$ cat config.mk
export PLATFORM = sky130hd
export DESIGN_NAME = spi_slave_shift
export DESIGN_NICKNAME = d
export VERILOG_FILES = /design/src/rtl/adc128s_spi_model_pkg.sv /design/src/rtl/adc128s_spi_model_spi_slave_shift.sv
export SDC_FILE = /design/constraint.sdc
export NUM_CORES = 1
export LEC_CHECK = 0
export ABC_CLOCK_PERIOD_IN_PS = 1900
export CORE_ASPECT_RATIO = 0.75
export CORE_MARGIN = 2
export CORE_UTILIZATION = 46
export DETAILED_ROUTE_END_ITERATION = 8
export GPL_TIMING_DRIVEN = 0
export PLACE_DENSITY = 0.79
export RECOVER_POWER = 50
export SLEW_MARGIN = 20
export SYNTH_ARGS = -nofsm -noshare
export SYNTH_HDL_FRONTEND = slang
export SYNTH_SLANG_ARGS = --single-unit
$ cat constraint.sdc
create_clock -name clk -period 1.9 [get_ports clk]
set_clock_uncertainty 0.15 [all_clocks]
set_input_delay 0.475 -clock clk [delete_from_list [all_inputs] [get_ports clk]]
set_output_delay 0.475 -clock clk [all_outputs]
set_load 0.05 [all_outputs]
$ cat src/rtl/adc128s_spi_model_pkg.sv
// ------------------------------------------------------------------------
// adc128s_spi_model_pkg : channel map and 16-bit SPI word layout  (rev 1.0)
// ------------------------------------------------------------------------
`timescale 1ns/1ps
`default_nettype none

package adc128s_spi_model_pkg;

  localparam logic [2:0] LFT_CH   = 3'd0;
  localparam logic [2:0] RGHT_CH  = 3'd4;
  localparam logic [2:0] STEER_CH = 3'd5;
  localparam logic [2:0] BATT_CH  = 3'd6;

  localparam int WORD_W    = 16;
  localparam int DATA_W    = 12;
  localparam int BIT_CNT_W = 5;

  localparam logic [BIT_CNT_W-1:0] FULL_CNT = 5'd16;
  localparam logic [BIT_CNT_W-1:0] CNT_ONE  = 5'd1;

  // Command word: channel address lives in bits [13:11].
  typedef struct packed {
    logic [1:0]  rsvd_hi;
    logic [2:0]  ch;
    logic [10:0] rsvd_lo;
  } cmd_word_t;

  // Response word: conversion result in bits [11:0].
  typedef struct packed {
    logic [3:0]        zero;
    logic [DATA_W-1:0] data;
  } rsp_word_t;

  function automatic rsp_word_t make_rsp(input logic [DATA_W-1:0] d);
    rsp_word_t w;
    w.zero = 4'h0;
    w.data = d;
    return w;
  endfunction

endpackage

`default_nettype wire

$ cat src/rtl/adc128s_spi_model_spi_slave_shift.sv
// ------------------------------------------------------------------------
// spi_slave_shift : synchronizers, edge detect, rx/tx shifters, bit count (rev 1.0)
// ------------------------------------------------------------------------
`timescale 1ns/1ps
`default_nettype none

module spi_slave_shift
  import adc128s_spi_model_pkg::*;
(
  input  logic              clk,
  input  logic              rst_n,
  input  logic              ss_n_i,
  input  logic              sclk_i,
  input  logic              mosi_i,
  input  logic [WORD_W-1:0] tx_load_i,
  output logic              ss_fall_o,
  output logic              done_o,
  output logic [WORD_W-1:0] rx_o,
  output logic              miso_o
);

  // [0],[1] are the two synchronizer stages; [2] is the previous sample.
  logic [2:0]           ss_sync_q;
  logic [2:0]           sclk_sync_q;
  logic [1:0]           mosi_sync_q;
  logic [WORD_W-1:0]    tx_q, tx_d;
  logic [WORD_W-1:0]    rx_q, rx_d;
  logic [BIT_CNT_W-1:0] cnt_q, cnt_d;

  logic ss_low, ss_fall, ss_rise, sclk_rise, sclk_fall;

  always_ff @(posedge clk or negedge rst_n) begin
    if (!rst_n) begin
      ss_sync_q   <= 3'b111;
      sclk_sync_q <= 3'b111;
      mosi_sync_q <= 2'b00;
    end else begin
      ss_sync_q   <= {ss_sync_q[1:0], ss_n_i};
      sclk_sync_q <= {sclk_sync_q[1:0], sclk_i};
      mosi_sync_q <= {mosi_sync_q[0], mosi_i};
    end
  end

  assign ss_low    = ~ss_sync_q[1];
  assign ss_fall   =  ss_sync_q[2] & ~ss_sync_q[1];
  assign ss_rise   = ~ss_sync_q[2] &  ss_sync_q[1];
  assign sclk_rise = ~sclk_sync_q[2] &  sclk_sync_q[1];
  assign sclk_fall =  sclk_sync_q[2] & ~sclk_sync_q[1];

  always_comb begin
    tx_d  = tx_q;
    rx_d  = rx_q;
    cnt_d = cnt_q;
    if (ss_fall) begin
      tx_d  = tx_load_i;
      cnt_d = '0;
    end else if (ss_low) begin
      if (sclk_rise && (cnt_q != FULL_CNT)) begin
        rx_d  = {rx_q[WORD_W-2:0], mosi_sync_q[1]};
        cnt_d = cnt_q + CNT_ONE;
      end
      // The leading fall of a transaction precedes any rise and must not shift.
      if (sclk_fall && (cnt_q != '0)) begin
        tx_d = {tx_q[WORD_W-2:0], 1'b0};
      end
    end
  end

  always_ff @(posedge clk or negedge rst_n) begin
    if (!rst_n) begin
      tx_q  <= '0;
      rx_q  <= '0;
      cnt_q <= '0;
    end else begin
      tx_q  <= tx_d;
      rx_q  <= rx_d;
      cnt_q <= cnt_d;
    end
  end

  assign ss_fall_o = ss_fall;
  assign done_o    = ss_rise & (cnt_q == FULL_CNT);
  assign rx_o      = rx_q;
  assign miso_o    = ss_low & tx_q[WORD_W-1];

endmodule

`default_nettype wire

Yosys cells after proc, flatten, opt, wreduce, memory -nomap -nowiden

Index checks and enable logic that the tools add are counted.

Add/subtract/negate cells: 1
Eq/ne operators: 3
Muxes and demuxes: 6
Bitwise gates (word level): 11
Reductions and logical operators: 8

Operator list:

| cell                                         | count |
|---|---|
| two-way mux 16 bit                           | 3 |
| two-way mux 5 bit                            | 3 |
| bitwise AND 1 bit                            | 6 |
| adder 5 x 1 -> 5 bit, second input constant  | 1 |
| == test 5 bit, second input constant         | 1 |
| inequality test 5 bit, second input constant | 1 |
| inverter 1 bit                               | 5 |
| nonzero test 5 bit                           | 1 |
| AND reduction 2 bit                          | 2 |
| nonzero test 2 bit                           | 2 |
| AND reduction 3 bit                          | 1 |
| logical AND 1 bit                            | 2 |
| inequality test 2 bit, second input constant | 1 |

Bits in registers: 45
Output and inout port bits: 19
Logic and storage cells: 35

Longest topological paths before layout

Depth after elaboration: 6
Depth in mapped cells: 7

Worst setup path after synthesis

OpenSTA, ideal clock, no wires.

Kind: flip-flop to output port
Start: register ss_sync_q[2]
End: output port done_o
Arrival time: 1.458 ns
Required time: 1.275 ns
Setup slack: -0.183 ns
Stages on the path, launching flop included: 5
Buffers on the path: 2
Path through: dfstp_2 > clkbuf_1 > clkbuf_1 > inv_1 > and3_1

Longest elaborated chain between the ends: 3

Ends and longest elaborated chain:

| item                   | RTL line                                | text |
|---|---|---|
| from (decl)            | adc128s_spi_model_spi_slave_shift.sv:23 | `logic [2:0] ss_sync_q;` |
| from (signal assigned) | adc128s_spi_model_spi_slave_shift.sv:38 | `ss_sync_q <= {ss_sync_q[1:0], ss_n_i};` |
| inverter 1 bit         | adc128s_spi_model_spi_slave_shift.sv:46 | `assign ss_rise = ~ss_sync_q[2] & ss_sync_q[1];` |
| bitwise AND 1 bit      | adc128s_spi_model_spi_slave_shift.sv:46 |  |
| bitwise AND 1 bit      | adc128s_spi_model_spi_slave_shift.sv:82 | `assign done_o = ss_rise & (cnt_q == FULL_CNT);` |
| to (decl)              | adc128s_spi_model_spi_slave_shift.sv:17 | `output logic done_o,` |

Every way passes these cells.

Worst setup path in the final report

Start: register cnt_q[1]
End: output port done_o

Longest elaborated chain between the ends: 2

Ends and longest elaborated chain:

| item                   | RTL line                                | text |
|---|---|---|
| from (decl)            | adc128s_spi_model_spi_slave_shift.sv:28 | `logic [BIT_CNT_W-1:0] cnt_q, cnt_d;` |
| from (signal assigned) | adc128s_spi_model_spi_slave_shift.sv:77 | `cnt_q <= cnt_d;` |
| == test 5 bit          | adc128s_spi_model_spi_slave_shift.sv:82 |  |
| bitwise AND 1 bit      | adc128s_spi_model_spi_slave_shift.sv:82 |  |

Every way passes these cells.

==> impl_metrics.toml <==
[status]
status = "complete, but fails checks"
violations = "negative setup slack"

[grt]
use_met2 = 0.282
grt_first_pass_wirelength_um = 7640
grtUsageMet3 = 0.0390
top_usage_layer = "met1"
grt_pass1_vias = 1574
use_met1 = 0.312
grt-ovfl-total = 0
grt_use_total = 0.201
grt_start_max_net_pins = 29
grt_antenna_before_repair = 0

[synth]
synth_nets = 201
synth_cells = 178
synth_async_sr_flop_share = 1.00
synth_area_um2 = 2050
synth_top_flop_cell = "dfrtp_1"
synth_top_area_cell = "dfrtp_1"
yosys.cell_types.count = 34
synth_area_leaders = "dfrtp_1, mux2_2, dfstp_2"
netlist.area_leader.share = 0.475
ys_warn_count = 0
syn_avg_cell_area_um2 = 11.5
synth_edf_count = 0
ys_ff_latch = 45
ys_seq_area_frac = 0.552

[routing]
ant_nets = 0
routed_via_density = 5.68
vias = 1698
drtIter0Drc = 98
drc_errors = 0
routed_wirelength_um = 4760
detail_route.wl_per_cell_um = 15.9
firstDrtPassIters = 4

[power_and_ir_drop]
p_total_mw = 2.73
p_per_area_nw_per_um2 = 942
vdd_ir_drop_max_uv = 568
power_leakage_nw = 1.29

[cts]
numCtsBuffers = 5
clk_pin_slew_ns = 0.08
clock_sinks = 45
cts_tree = "done"
root_buffer = "clkbuf_8"
clk_path_buf_depth = 2
htree_num_levels = 2
worstSkewPairLatency_ns = 0.30

[cells_and_area]
drive_gt1_frac = 0.318
final_area_um2 = 2900
layout.nets = 264
syn2layout_area_growth_pct = 41.4
utilization = 0.662
layout_common_cells = "dfrtp_1, buf_4, mux2_4, clkdlybuf4s50_1"
final_common_cell = "dfrtp_1"
fin_cells = 299
antenna_cells = 0

[sta]
maxSlewHeadroom = 0.661
fmax_mhz = 463
drv_slew = 0
worst-slew-pin-transition_ns = 0.509
whs_ns = 0.208
rsz0062_at_grt = "true"
timing.final.hold_violations = 0
setup_ws_ns = -0.258
setup_viol = 22
tns_ns = -1.86
fin_crit_sh = 1.14
period_needed_ns = 2.16

[min_path]
hold_path_class = "reg -> reg"

[floorplan]
fp-row-count = 21
dieArea_um2 = 5020
io-pin-count = 40
start_util = 0.468
dieHeight_um = 61.9
core_area_um2 = 4390
die_w_um = 81.1

[placement]
hpwl_um = 3070
gp_congestion = 0.826
placed_area_um2 = 2550
place_ws_ns = -0.819
io_buffers = 39
place_inst = 275

[critical_path]
crit_path_cell_trace = "inv_2 > ha_4 > and4bb_2 > and3_4 > buf_8"
cp_max_fo = 3
crit_family = "simple AND/OR/NAND/NOR gates"
end_kind = "output pin"
cp_num_buf_inv = 2
critPathArrivalTime_ns = 1.53
max_stage_delay_ns = 0.41
crit_type = "reg -> out"
slowest_stage = "dfrtp_1"
worstSetupStartpointType = "flop"
cp_data_required_time_ns = 1.27

[job]
cap_violations = 0
final cells by class:
type                       count  area, µm²
tap                           57       71.3
multi-input combinational    115        958
fill                         329       1480
sequential                    45       1130
buffer                         8       62.6
clock buffer                   7       86.3
inverter                       6       26.3
timing repair buffer          60        536
clock inverter                 1       30.0
metal layers:
| metal | vias to the layer above | routed length [µm] |
|---|---|---|
| met5 | - | 0 |
| met4 | 0 | 51 |
| met3 | 6 | 249 |
| met2 | 53 | 2130 |
| met1 | 844 | 2330 |
| li1 | 795 | - |
cell families (layout without fill, tap and decap cells):
kind of cell               Yosys count  after routing  share of synthesized area
muxes                               16             16                     0.0878
DFF                                 45             45                      0.552
and+or+nand+nor                     46             46                      0.132
buffers and inverters               18             82                     0.0384
adders and majority gates            2              2                     0.0122
AOI/OAI and AO/OA                   51             51                      0.177
Yosys cell counts, drive strengths merged, types with 2 or more instances:
cell,instances
a211oi,15
a21boi,13
a22oi,2
buf,4
clkbuf,8
dfrtp,39
dfstp,6
ha,2
inv,6
mux2,16
nand2,7
nand3,2
nor2,15
nor2b,4
nor3,3
nor4,2
o22ai,15
or3b,2
or4,4
or4b,2
final timing paths:
check | start | endpoint | slack (ns) | cells after the start
worst max-delay path | cnt_q[1] | done_o | -0.26 | 5
worst min-delay path | sclk_sync_q[0] | sclk_sync_q[1] | 0.21 | 0
worst max register to register | cnt_q[1] | cnt_q[2] | -0.12 | 7
worst min register to register | sclk_sync_q[0] | sclk_sync_q[1] | 0.21 | 0
max in group asynchronous | rst_n | ss_sync_q[2] | 0.25 | 3
min in group asynchronous | rst_n | tx_q[9] | 0.51 | 2
registers in the layout, summed over array words and instances (netlist names):
register     count
mosi_sync_q      2
ss_sync_q        3
rx_o            16
tx_q            16
sclk_sync_q      3
cnt_q            5
power by group:
part | switching, mW | leakage [nW] | internal, mW
sequential | 0.111 | 0.551 | 1.11
combinational | 0.429 | 0.683 | 0.346
clock | 0.311 | 0.0585 | 0.429
total | 0.851 | 1.29 | 1.88
what timing repair did:
| item | in CTS | in global routing |
|---|---|---|
| hold endpoints to repair | 17 | 0 |
| cloned | 1 | 0 |
| resized for setup | 70 | 16 |
| pin swaps | 4 | 2 |
| hold buffers | 1 | 0 |
| buffers inserted | 14 | 5 |
| endpoints found under the setup margin | 53 | 36 |
No activity file was read; power rests on OpenSTA's default activity.
